[src/rtl/cmp_pkg.sv]
// cmp_pkg: shared FSM states and result encoding for the serial and parallel comparators
package cmp_pkg;

    typedef enum logic [1:0] {IDLE, SCAN, DONE} cmp_state_t;

    // One-hot {eq, gr, le} codes shared with the parallel comparator
    localparam logic [2:0] CMP_EQ = 3'b100;
    localparam logic [2:0] CMP_GR = 3'b010;
    localparam logic [2:0] CMP_LE = 3'b001;

    // Map the sticky gt/lt decision onto the shared result code
    function automatic logic [2:0] cmp_encode(input logic gt, input logic lt);
        return gt ? CMP_GR : lt ? CMP_LE : CMP_EQ;
    endfunction

endpackage

[src/rtl/serial_cmp_bitcell.sv]
// serial_cmp_bitcell: 1-bit MSB comparator holding the sticky gt/lt decision
module serial_cmp_bitcell (
    input  logic clk,
    input  logic rst,
    input  logic clr,
    input  logic en,
    input  logic abit,
    input  logic bbit,
    output logic gt,
    output logic lt
);

    // Record the first differing bit; later bits cannot override a decision
    always_ff @(posedge clk) begin
        if (rst || clr) begin
            gt <= 1'b0;
            lt <= 1'b0;
        end else if (en && !gt && !lt) begin
            gt <= abit & ~bbit;
            lt <= ~abit & bbit;
        end
    end

endmodule

[src/rtl/serial_comparator.sv]
// serial_comparator: bit-serial MSB-first magnitude comparator with valid/ready input
module serial_comparator
    import cmp_pkg::*;
#(
    parameter int WIDTH      = 4,
    parameter bit EARLY_EXIT = 1'b1
) (
    input  logic             clk,
    input  logic             rst,
    input  logic             in_valid,
    output logic             in_ready,
    input  logic [WIDTH-1:0] a,
    input  logic [WIDTH-1:0] b,
    output logic             busy,
    output logic             done,
    output logic             eq,
    output logic             gr,
    output logic             le
);

    localparam int CW = $clog2(WIDTH);

    cmp_state_t       state, state_nx;
    logic [WIDTH-1:0] sa, sb;
    logic [CW-1:0]    cnt;
    logic [2:0]       res;
    logic             gt, lt, accept, diff, scan;

    assign accept = in_valid & in_ready;
    assign scan   = (state == SCAN);
    assign diff   = sa[WIDTH-1] ^ sb[WIDTH-1];

    serial_cmp_bitcell u_cell (
        .clk  (clk),
        .rst  (rst),
        .clr  (accept),
        .en   (scan),
        .abit (sa[WIDTH-1]),
        .bbit (sb[WIDTH-1]),
        .gt   (gt),
        .lt   (lt)
    );

    // State register
    always_ff @(posedge clk) begin
        if (rst) state <= IDLE;
        else     state <= state_nx;
    end

    // Next state and handshake/status outputs
    always_comb begin
        state_nx = state;
        in_ready = (state == IDLE);
        busy     = scan;
        done     = (state == DONE);
        case (state)
            IDLE:    if (in_valid) state_nx = SCAN;
            SCAN:    if ((EARLY_EXIT && diff) || cnt == '0) state_nx = DONE;
            default: state_nx = IDLE;
        endcase
    end

    // Operand shift registers and remaining-bit counter
    always_ff @(posedge clk) begin
        if (rst) begin
            sa  <= '0;
            sb  <= '0;
            cnt <= '0;
        end else if (accept) begin
            sa  <= a;
            sb  <= b;
            cnt <= CW'(WIDTH - 1);
        end else if (scan) begin
            sa  <= sa << 1;
            sb  <= sb << 1;
            cnt <= cnt - CW'(1);
        end
    end

    // Hold the last result so it survives the next accept clearing the bitcell
    always_ff @(posedge clk) begin
        if (rst)       res <= '0;
        else if (done) res <= cmp_encode(gt, lt);
    end

    // Results come straight from the decision during DONE, then from the held copy
    assign {eq, gr, le} = done ? cmp_encode(gt, lt) : res;

endmodule
[config.mk]
export PLATFORM = sky130hd
export DESIGN_NAME = serial_comparator
export DESIGN_NICKNAME = d
export VERILOG_FILES = /design/src/rtl/cmp_pkg.sv /design/src/rtl/serial_cmp_bitcell.sv /design/src/rtl/serial_comparator.sv
export SDC_FILE = /design/constraint.sdc
export NUM_CORES = 1
export LEC_CHECK = 0
export CAP_MARGIN = 20
export CORE_AREA = 5 5 42 44
export DETAILED_ROUTE_END_ITERATION = 10
export DIE_AREA = 0 0 47 49
export DONT_BUFFER_PORTS = 1
export PLACE_DENSITY = 0.7
export REMOVE_ABC_BUFFERS = 1
export SLEW_MARGIN = 0
export SYNTH_ARGS = -nofsm -noshare
export SYNTH_HDL_FRONTEND = slang
export SYNTH_SLANG_ARGS = --single-unit
export TNS_END_PERCENT = 1
[constraint.sdc]
create_clock -name clk -period 1.6 [get_ports clk]
set_input_delay 0.32 -clock clk [delete_from_list [all_inputs] [get_ports clk]]
set_output_delay 0.32 -clock clk [all_outputs]
set_load 0.01 [all_outputs]
==> impl_metrics.tcl <==
set metrics [dict create \
    final.hold.worst_slack_ps 70.0 \
    multi_input_area_um2 374 \
    viasPerCell 5.36 \
    ys_warn_count 0 \
    leakage_nw 0.352 \
    dr.first_iter.drc_count 9 \
    clock_transition_at_the_register_clock_pins_on_the_worst_setup_and_hold_paths_after_cts_ps 100 \
    final.min_clock_period_ps 1570 \
    status "complete, no violations" \
    endpoint_of_the_worst_slack_reg_to_reg_timing_path "sb[3]$_SDFFE_PP0P_" \
    synthesis.area_um2 732 \
    totalNegativeSetupSlack_ps 0 \
    buffer_ports.inserted 0 \
    ys_async_sr_fraction 0 \
    yosys.cell_types.count 24 \
    die_y_um 49 \
    grt_first_pass_wirelength_mm 2.34 \
    drt-pass1-iter-count 4 \
    hold_path_startpoint "rst" \
    cp_cell_sequence "nand2b_4 > or3_4 > nand2_4" \
    grt_pass1_vias 572 \
    clock_latency_ps 300 \
    skew_ps 5.63 \
    post-dp-hpwl_um 936 \
    placement_rows 14 \
    layout.filler_cells 143 \
    report.final.hold_viol_count 0 \
    tritoncts "yes" \
    rsz0062_at_grt "true" \
    synth_edf_count 0 \
    commonest_cells_after_routing_fill_and_taps_aside "sky130_fd_sc_hd__nor2_1 (21), sky130_fd_sc_hd__dfxtp_1 (15), sky130_fd_sc_hd__inv_1 (7), sky130_fd_sc_hd__nor4_1 (6), sky130_fd_sc_hd__a21oi_1 (6)" \
    design_power_total_uw 868 \
    cp-end-kind "primary output" \
    route.antenna.remaining_nets 0 \
    drive_above_1_share 0.183 \
    timing.max_cap.violations 0 \
    layout.cells.most_common "sky130_fd_sc_hd__nor2_1" \
    layout-area-overhead-vs-synth_pct 11.8 \
    postRouteWirelength_mm 1.35 \
    number_of_register_bits_inferred_by_synthesis 17 \
    synth_seq_area_share 0.465 \
    timing.critical_path.slowest_cell_delay_ps 350 \
    clockRootBuffer "sky130_fd_sc_hd__clkbuf_4" \
    vdd_ir_drop_max_uv 487 \
    pin_count_of_the_biggest_net_entering_global_routing 18 \
    max_freq_ghz 0.639 \
    insertedDiodeCount 0 \
    timing.final.max_slew_violations 0 \
    clock-sinks 17 \
    layout_worst_path_cycle_share 0.979 \
    area_of_the_die_um2 2300 \
    min_delay_worst_endpoint "state[0]$_SDFFE_PP0P_" \
    crit_arrival_ps 1250 \
    crit_type "reg -> out" \
    cellPowerDensity_nw_per_um2 1060 \
    tritoncts.num_buffers 3 \
    initial_utilization 0.522 \
    overflow 0 \
    grt_use_total 0.141 \
    core-area_um2 1400 \
    average_cell_area_after_synthesis_um2 8.13 \
    finalWeightedCongestion 0.685 \
    die_width_um 47 \
    floorplan.io_pins 17 \
    worstRegToRegCells 4 \
    num_vias 584 \
    grt_antenna_before_repair 0 \
    synth_ff_type "sky130_fd_sc_hd__dfxtp_1" \
    timing.critical_path.required_ps 1280 \
    detail_route.wl_per_cell_um 12.4 \
    worst_pin_slew_ps 344 \
    post-route-drc-count 0 \
    crit_slowest_cell "sky130_fd_sc_hd__dfxtp_4" \
    seqCellArea_um2 345 \
    h-tree-depth 1 \
    r2r_slack_ps 240 \
    nets 108 \
    setup_viol 0 \
    slew-limit-headroom 0.771 \
    rr_startpoint "state[0]$_SDFFE_PP0P_" \
    hold_path_depth 1 \
    path_max_fanout 6 \
    post_synth_inst_count 90 \
    timing.critical_path.from_type "flop" \
    cts_max_path_buffers 2 \
    min_path_type "in -> reg" \
]
-- cell usage after synthesis (2+ instances only) --
library cell | number | area, um2
sky130_fd_sc_hd__nor2_1 | 21 | 78.8
sky130_fd_sc_hd__dfxtp_1 | 17 | 340
sky130_fd_sc_hd__inv_1 | 7 | 26.3
sky130_fd_sc_hd__a21oi_1 | 6 | 30.0
sky130_fd_sc_hd__nand2_1 | 6 | 22.5
sky130_fd_sc_hd__nor4_1 | 6 | 37.5
sky130_fd_sc_hd__ha_1 | 3 | 37.5
sky130_fd_sc_hd__nor3_1 | 3 | 15.0
sky130_fd_sc_hd__a31oi_1 | 2 | 12.5
sky130_fd_sc_hd__nand2b_1 | 2 | 12.5
sky130_fd_sc_hd__nand3_1 | 2 | 10.0
sky130_fd_sc_hd__nor2b_1 | 2 | 12.5
sky130_fd_sc_hd__or3_1 | 2 | 12.5
-- final cells by class --
| class | instances | share of cell area |
|---|---|---|
| Clock buffer | 4 | 0.0321 |
| Inverter | 8 | 0.0367 |
| Multi-Input combinational cell | 61 | 0.457 |
| Sequential cell | 17 | 0.422 |
| Tap cell | 16 | 0.0245 |
| Timing Repair Buffer | 3 | 0.0275 |
-- metal layers --
| layer | vias to the layer above | track usage | share of wire |
|---|---|---|---|
| met3 | 5 | 0.0443 | 0.071 |
| met5 | - | 0 | 0 |
| met4 | 0 | 0.0968 | 0.032 |
| li1 | 304 | - | - |
| met2 | 15 | 0.206 | 0.44 |
| met1 | 260 | 0.167 | 0.46 |
-- power breakdown --
group          switching (mW)  internal [mW]  total, mW
registers              0.0213          0.460      0.481
logic                  0.0862         0.0699      0.156
clock network           0.133         0.0973      0.231
total                   0.241          0.627      0.868
-- kinds of logic after synthesis --
kind of cell               count (synthesis)  synth area share
AOI/OAI and AO/OA                         10            0.0821
adders and majority gates                  3            0.0513
buffers and inverters                     12            0.0684
DFF                                       17             0.465
muxes                                      2            0.0359
and+or+nand+nor                           46             0.297
-- how the worst max path moves through the flow --
stage | from | slack (ps) | end | cells after the start
floorplan | state[0]$_SDFFE_PP0P_ | 320 | eq | 3
global placement | state[0]$_SDFFE_PP0P_ | 270 | eq | 3
detailed placement | state[0]$_SDFFE_PP0P_ | 220 | eq | 3
CTS | state[0]$_SDFFE_PP0P_ | 2 | le | 3
global route | state[0]$_SDFFE_PP0P_ | -20 | le | 3
finish | state[0]$_SDFFE_PP0P_ | 30 | le | 3
-- sequential cells by signal, indices dropped and copies added (netlist names) --
register,cells
sa,4
sb,4
res,3
cnt,2
state,2
u_cell.gt,1
u_cell.lt,1
-- metrics by stage --
step	instance area (um2)	cells	worst slack, ps	utilization
after floorplan	712	86	315	-
after detailed placement	747	104	216	0.533
after CTS	793	108	2.13	0.566
after global placement	747	104	268	0.533
after global routing	818	109	-15.6	0.584
final	818	109	34.2	0.584
-- critical path, delay by kind of cell, from the launching register on --
| family | cells | cell delay, ps |
|---|---|---|
| DFF | 1 | 350 |
| and+or+nand+nor | 3 | 600 |
-- repair_timing --
item	4_1_cts	5_1_grt
gates cloned	0	0
gates resized for setup	7	4
endpoints found under the setup margin	3	2
hold buffers	0	0
setup buffers	0	1
Note: power is estimated with default switching activity, not from simulation.
